**src/rtl/sound_cmd_writer.sv**
```systemverilog
// Main-board sound-command latch writer for the 1942 sound Z80.
// Queues host bytes, presents each until read N times, and paces int_n.
module sound_cmd_writer #(
    parameter int          FIFO_AW       = 2,
    parameter int          READS_PER_CMD = 2,
    parameter logic [15:0] INT_PERIOD    = 16'd1000,
    parameter logic [15:0] INT_WIDTH     = 16'd32
) (
    input  logic             clk,
    input  logic             reset_n,
    input  logic [7:0]       cmd_in,
    input  logic             cmd_wr,
    output logic             cmd_full,
    output logic [FIFO_AW:0] fifo_level,
    input  logic             snd_latch_cs,
    input  logic             snd_rd_n,
    output logic [7:0]       latch_dout,
    input  logic             int_en,
    output logic             int_n,
    output logic             busy
);

    localparam int               DEPTH    = 2 ** FIFO_AW;
    localparam logic [FIFO_AW:0] FULL_LVL = (FIFO_AW + 1)'(DEPTH);
    localparam logic [7:0]       RPC      = 8'(READS_PER_CMD);
    localparam logic [15:0]      INT_LOW  = INT_PERIOD - INT_WIDTH;

    typedef enum logic [1:0] {
        S_IDLE,
        S_LOAD,
        S_PRESENT,
        S_CLEAR
    } state_t;

    state_t             r_state;
    state_t             w_state_nxt;
    logic [7:0]         r_mem [DEPTH];
    logic [FIFO_AW-1:0] r_wptr;
    logic [FIFO_AW-1:0] r_rptr;
    logic [FIFO_AW:0]   r_count;
    logic               w_push;
    logic               w_pop;
    logic               w_empty;
    logic [7:0]         r_latch;
    logic [7:0]         r_rcnt;
    logic               r_rd_n;
    logic               w_rd_evt;
    logic [15:0]        r_icnt;
    logic [15:0]        w_icnt_nxt;
    logic               r_int_n;

    assign w_push     = cmd_wr & ~cmd_full;
    assign w_pop      = (r_state == S_LOAD);
    assign w_empty    = (r_count == '0);
    assign cmd_full   = (r_count == FULL_LVL);
    assign fifo_level = r_count;

    // Falling edge of rd_n while decoded; one event per edge.
    assign w_rd_evt = r_rd_n & ~snd_rd_n & snd_latch_cs;

    always_ff @(posedge clk or negedge reset_n) begin
        if (!reset_n) begin
            r_wptr  <= '0;
            r_rptr  <= '0;
            r_count <= '0;
            for (int i = 0; i < DEPTH; i++) begin
                r_mem[i] <= '0;
            end
        end else begin
            if (w_push) begin
                r_mem[r_wptr] <= cmd_in;
                r_wptr        <= r_wptr + 1'b1;
            end
            if (w_pop) begin
                r_rptr <= r_rptr + 1'b1;
            end
            if (w_push && !w_pop) begin
                r_count <= r_count + 1'b1;
            end else if (!w_push && w_pop) begin
                r_count <= r_count - 1'b1;
            end
        end
    end

    always_ff @(posedge clk or negedge reset_n) begin
        if (!reset_n) begin
            r_state <= S_IDLE;
            r_latch <= '0;
            r_rcnt  <= '0;
            r_rd_n  <= 1'b1;
        end else begin
            r_state <= w_state_nxt;
            r_rd_n  <= snd_rd_n;
            if (w_pop) begin
                r_latch <= r_mem[r_rptr];
                r_rcnt  <= '0;
            end else if (r_state == S_PRESENT && w_rd_evt) begin
                r_rcnt <= r_rcnt + 8'd1;
            end
        end
    end

    always_comb begin
        w_state_nxt = r_state;
        latch_dout  = '0;
        busy        = 1'b0;
        case (r_state)
            S_IDLE: begin
                if (!w_empty) begin
                    w_state_nxt = S_LOAD;
                end
            end
            S_LOAD: begin
                w_state_nxt = S_PRESENT;
            end
            S_PRESENT: begin
                latch_dout = r_latch;
                busy       = 1'b1;
                if (w_rd_evt && (r_rcnt + 8'd1 == RPC)) begin
                    w_state_nxt = S_CLEAR;
                end
            end
            S_CLEAR: begin
                w_state_nxt = S_IDLE;
            end
            default: begin
                w_state_nxt = S_IDLE;
            end
        endcase
    end

    // int_n is registered from the next count so it lines up with the counter.
    assign w_icnt_nxt = (r_icnt == INT_PERIOD - 16'd1) ? '0 : r_icnt + 16'd1;

    always_ff @(posedge clk or negedge reset_n) begin
        if (!reset_n) begin
            r_icnt  <= '0;
            r_int_n <= 1'b1;
        end else if (!int_en) begin
            r_icnt  <= '0;
            r_int_n <= 1'b1;
        end else begin
            r_icnt  <= w_icnt_nxt;
            r_int_n <= (w_icnt_nxt < INT_LOW);
        end
    end

    assign int_n = r_int_n;

endmodule

```
**config.mk**
```make
export PLATFORM = sky130hd
export DESIGN_NAME = sound_cmd_writer
export DESIGN_NICKNAME = d
export VERILOG_FILES = /design/src/rtl/sound_cmd_writer.sv
export SDC_FILE = /design/constraint.sdc
export NUM_CORES = 1
export LEC_CHECK = 0
export ABC_CLOCK_PERIOD_IN_PS = 3800
export BUFFER_PORTS_ARGS = -buffer_cell sky130_fd_sc_hd__buf_2
export CAP_MARGIN = 20
export CORE_AREA = 8 8 74 109
export CTS_BUF_LIST = sky130_fd_sc_hd__clkbuf_2
export DETAILED_ROUTE_END_ITERATION = 10
export DIE_AREA = 0 0 82 117
export PLACE_DENSITY = 0.83
export SETUP_SLACK_MARGIN = 0.15
export SLEW_MARGIN = 10
export SYNTH_ARGS = -nofsm -noshare
export SYNTH_HDL_FRONTEND = slang
export SYNTH_SLANG_ARGS = --single-unit
```
**constraint.sdc**
```tcl
create_clock -name clk -period 3.8 [get_ports clk]
set_input_delay 0.38 -clock clk [delete_from_list [all_inputs] [get_ports clk]]
set_output_delay 0.38 -clock clk [all_outputs]
set_load 0.02 [all_outputs]
```
* After elaboration in Yosys (flattened, before gate mapping) *
Index checks and enable logic that the tools add are counted.
W data, S select, Z words.

storage, ports and cells
  word-level logic and storage cells = 68
  register bits after elaboration = 75

operators by class
  mux-type cells = 18
  $add $sub $neg = 6
  $lt $le $gt $ge = 4
  reductions and logical operators = 12
  bitwise operators = 7
  equality and inequality tests = 8

operator list
  kind                     count
  $mux W8                  6
  $bwmux W32               1
  $mux W16                 2
  $add A16 B1 Y16 const B  1
  $bmux W8 S2              1
  $demux W8 S2             1
  $eq A16 B10 Y1 const B   1
  $lt A16 B10 Y1 const B   1
  $add A8 B1 Y8 const B    1
  $eq A8 B2 Y1 const B     1
  $pmux W2 S4              1
  $ge A3 B3 Y1 const B     2
  $mux W3                  2
  $not A2 Y3               2
  $logic_and A1 B1 Y1      5
  $add A2 B1 Y2 const B    2
  $eq A2 B2 Y1 const B     2
  $mux W2                  2
  $reduce_bool A2 Y1       2
  $add A3 B1 Y3 const B    1
  $and A1 B1 Y1            3
  $eq A3 B3 Y1 const B     1
  $logic_not A3 Y1         1
  $lt A3 B1 Y1 const B     1
  9 further kinds          12

* Depth between registers and ports, before layout *
  depth in word-level cells = 7
  mapped depth = 11
  gate-level depth less buffers = 9

* Least setup slack after synthesis *
OpenSTA, ideal clock, no wires.

  kind = flip-flop to flip-flop
  start point = reg r_state[1]
  end point = reg r_count[1], in the netlist fifo_level[1]
  required time = 3.675 ns
  stages on the path, launching flop included = 10
  path slack = 1.458 ns
  arrival = 2.217 ns
  period minus slack after synthesis = 2.342 ns
  library setup time = 0.125 ns
  cell sequence = dfrtp_1 > inv_1 > ha_1 > clkbuf_1 > clkbuf_1 > inv_1 > ha_1 > inv_1 > fa_1 > mux2_2

on the way
  longest elaborated chain between the ends = 4
  elaborated cells between the ends (all ways) = 6

ends and longest elaborated chain
  what                                           RTL line  RTL
  from (decl)                                    35        state_t r_state;
  from (signal assigned)                         92        r_state <= w_state_nxt;
  $eq A2 B1 Y1 (*)                               53        assign w_pop = (r_state == S_LOAD);
  $logic_not A1 Y1                               77        if (w_push && !w_pop) begin
  $logic_and A1 B1 Y1                            77
  $mux W3 or $reduce_bool A2 Y1 (tied branches)  n/a
  to (signal assigned)                           78        r_count <= r_count + 1'b1;
  to (signal assigned)                           80        r_count <= r_count - 1'b1;
  to (decl)                                      40        logic [FIFO_AW:0] r_count;

Every way passes the cells marked *; elsewhere a longest branch is shown, timed or not.
A chain may end at the register's enable or synchronous reset.

* Worst setup path after layout *
  start point = reg r_count[0], in the netlist fifo_level[0]
  end point = reg r_count[2], in the netlist fifo_level[2]

on the way
  longest elaborated chain between the ends = 6
  elaborated cells between the ends (all ways) = 11

ends and longest elaborated chain
  what
  parallel branches: the longest is 6 deep, another holds $sub A3 B1 Y3

Several ways; the timed one is not identified. The select of a mux whose other input is x is not followed.

==> impl_metrics.env <==
export IMPL_powerDensity_nw_per_um2=667
export IMPL_cp_startpoint="fifo_level[0]"
export IMPL_antenna_found_initial=0
export IMPL_ant_nets=0
export IMPL_start_util=0.578
export IMPL_pin_count=28
export IMPL_synthFlopType="dfrtp_1"
export IMPL_core_rowCount=37
export IMPL_place_congestion=0.814
export IMPL_leakage_uw=0.00183
export IMPL_clockRootBuffer="clkbuf_2"
export IMPL_critPathKind="reg -> reg"
export IMPL_reg2reg_from="fifo_level[0]"
export IMPL_drt_wl_total_um=7220
export IMPL_netlist_area_um2=3800
export IMPL_area_delta_synth_final_pct=8.92
export IMPL_clockBufferDepth=2
export IMPL_hold_path_class="in -> reg"
export IMPL_synth_compound_area_frac=0.0563
export IMPL_max_freq_ghz=0.420
export IMPL_synth_seq_area_share=0.495
export IMPL_synth_seq_cells=75
export IMPL_track_usage=0.165
export IMPL_grt_max_degree=45
export IMPL_synth_adder_area_share=0.0448
export IMPL_drtIter0Drc=118
export IMPL_cts_resized=0
export IMPL_cts_tree="built"
export IMPL_syn_num_nets=341
export IMPL_skew_ns=0.0187
export IMPL_finalCritPeriodShare=0.627
export IMPL_reg2reg_slack_ns=1.42
export IMPL_vdd_drop_max_mv=0.267
export IMPL_cts_sink_count=75
export IMPL_status="finished clean"
export IMPL_grt_pass1_vias=2599
export IMPL_wire_per_inst_um=16.7
export IMPL_dp_hpwl_um=5180
export IMPL_io_buffer_count=27
export IMPL_synth_cells=314
export IMPL_firstDrtPassIters=4
export IMPL_setup_tns_ns=0
export IMPL_die_area_um2=9590
export IMPL_grt_overflow=0
export IMPL_synthSimpleGateAreaFrac=0.153
export IMPL_drive_above_1_share=0.306
export IMPL_crit_path_end_kind="flip-flop"
export IMPL_hp_start="cmd_in[6]"
export IMPL_numCtsBuffers=9
export IMPL_core_um2=6570
export IMPL_viasPerCell=5.88
export IMPL_synth_mux_area_frac=0.172
export IMPL_drcViolationCount=0
export IMPL_synth_xor_area_frac=0.0576
export IMPL_path_clk_slew_ns=0.21
export IMPL_die_h_um=117
export IMPL_cp_required_ns=4.25
export IMPL_grt_pass1_wl_um=12000
export IMPL_synth_top_family_by_area="multiplexers"
export IMPL_cp_arrival_ns=2.83
export IMPL_setup_violations=0
export IMPL_die_w_um=82
export IMPL_ys_async_sr_fraction=1.00
export IMPL_design_area_um2=4140
export IMPL_cap_violations=0
export IMPL_crit_path_start_kind="flip-flop"
export IMPL_layout_min_cycle_time_ns=2.38
export IMPL_max_slew_margin_rel=0.363
export IMPL_clk_latency_ns=0.51
export IMPL_finalHoldViolCount=0
export IMPL_critPathMaxFanout=8
export IMPL_slew_violations=0
export IMPL_ys_warn_count=0
export IMPL_fin_nets=375
export IMPL_worst_pin_slew_ns=0.955
export IMPL_synth_area_per_cell_um2=12.1
export IMPL_n_antenna_cell=0
export IMPL_vias=2535
export IMPL_h_tree_depth=3
export IMPL_rsz0062_at_grt="false"
export IMPL_placed_area_um2=4010
export IMPL_synth_distinct_cells=52
export IMPL_synth_edff_count=0
[cell usage in the layout (no fill, tap or decap), types with 12 or more instances in the layout]
master and n:
and2_1 13, buf_2 27, dfrtp_1 73, ha_1 12
mux2_2 42, nand2_1 16, nor2_1 29, xnor2_1 12
xor2_1 13
[sequential cells by signal, indices dropped and copies added, names as in the netlist]
| register | count |
|---|---|
| fifo_level | 3 |
| int_n | 1 |
| r_icnt | 16 |
| r_latch | 8 |
| r_mem | 32 |
| r_rcnt | 8 |
| r_rd_n | 1 |
| r_rptr | 2 |
| r_state | 2 |
| r_wptr | 2 |
[cell usage after synthesis (2+ instances only)]
| cell type | number | share of area |
|---|---|---|
| nor2b_1 | 2 | 0.0033 |
| nor4_1 | 3 | 0.0049 |
| o21ai_0 | 7 | 0.0092 |
| dfrtp_1 | 73 | 0.48 |
| xor2_1 | 13 | 0.030 |
| or3_1 | 4 | 0.0066 |
| nor2_1 | 29 | 0.029 |
| nand4_1 | 3 | 0.0049 |
| and4b_1 | 2 | 0.0053 |
| mux4_2 | 8 | 0.047 |
| inv_1 | 9 | 0.0089 |
| a21oi_1 | 5 | 0.0066 |
| dfstp_2 | 2 | 0.014 |
| clkbuf_1 | 6 | 0.0059 |
| nor3b_1 | 2 | 0.0040 |
| nand3_1 | 9 | 0.012 |
| xnor2_1 | 12 | 0.028 |
| o211ai_1 | 2 | 0.0040 |
| and2_1 | 13 | 0.021 |
| or4_4 | 2 | 0.0059 |
| nand2_1 | 16 | 0.016 |
| nand4b_1 | 2 | 0.0046 |
| ha_1 | 12 | 0.040 |
| mux2_2 | 42 | 0.12 |
| nor3_1 | 9 | 0.012 |
[power by group]
group          internal [uW]  leakage, uW  switching (uW)  total [uW]
Clock                    149    0.0000657             281         431
Combinational            579     0.000824             460        1040
Sequential              1080     0.000936             212        1290
Total                   1810      0.00183             953        2760
[timing repair]
| item | 4_1_cts | 5_1_grt |
|---|---|---|
| hold endpoints to repair | 42 | 0 |
| hold buffers | 2 | 0 |
| buffers inserted | 0 | 0 |
[final cells by class]
| type | count | area (um2) |
|---|---|---|
| clock buffers | 9 | 45.0 |
| inverters | 9 | 33.8 |
| repair buffers | 32 | 178 |
| clock inverters | 7 | 67.6 |
| well taps | 78 | 97.6 |
| multi-input cells | 221 | 1840 |
| fillers | 529 | 2430 |
| flip-flops and latches | 75 | 1880 |
[critical path: stages, from the launching register on]
cell and delay [ns]:
dfrtp_1 0.48, nor2_1 0.08, and2_1 0.17, nor2b_1 0.42, ha_1 0.27, inv_1 0.07
fa_1 0.38, xor2_1 0.17, nor2_1 0.13, xor2_1 0.17
[cell families (layout without fill, tap and decap cells)]
logic type | Yosys count | after routing
buffers and inverters | 18 | 57
adders and majority gates | 13 | 13
muxes | 50 | 50
and+or+nand+nor | 106 | 106
xor gates and xnor gates | 25 | 25
AOI/OAI and AO/OA | 27 | 27
DFF | 75 | 75
[metal layers]
metal / wire, um / GRT usage
met5: 0 / 0
met4: 88 / 0.0671
met3: 308 / 0.0482
met2: 3870 / 0.289
met1: 2950 / 0.180
[worst paths after layout]
kind / end / cells past startpoint
setup / recovery: fifo_level[2] / 9
hold / removal: r_mem[6] / 2
setup reg to reg: fifo_level[2] / 9
hold reg to reg: r_latch[6] / 1
max in group asynchronous: int_n / 3
min in group asynchronous: r_mem[14] / 2
[stage by stage]
step	util	power, uW	worst slack, ns	cells	hold slack (ns)
after floorplan	-	2070	1.46	314	0.0844
after global placement	0.609	2290	1.59	413	0.481
after detailed placement	0.609	2370	1.42	413	0.489
after CTS	0.630	2800	1.38	431	0.0763
after global routing	0.630	2940	1.20	431	0.0571
final	0.630	2760	1.42	431	0.128
No activity file was read; power rests on OpenSTA's default activity.
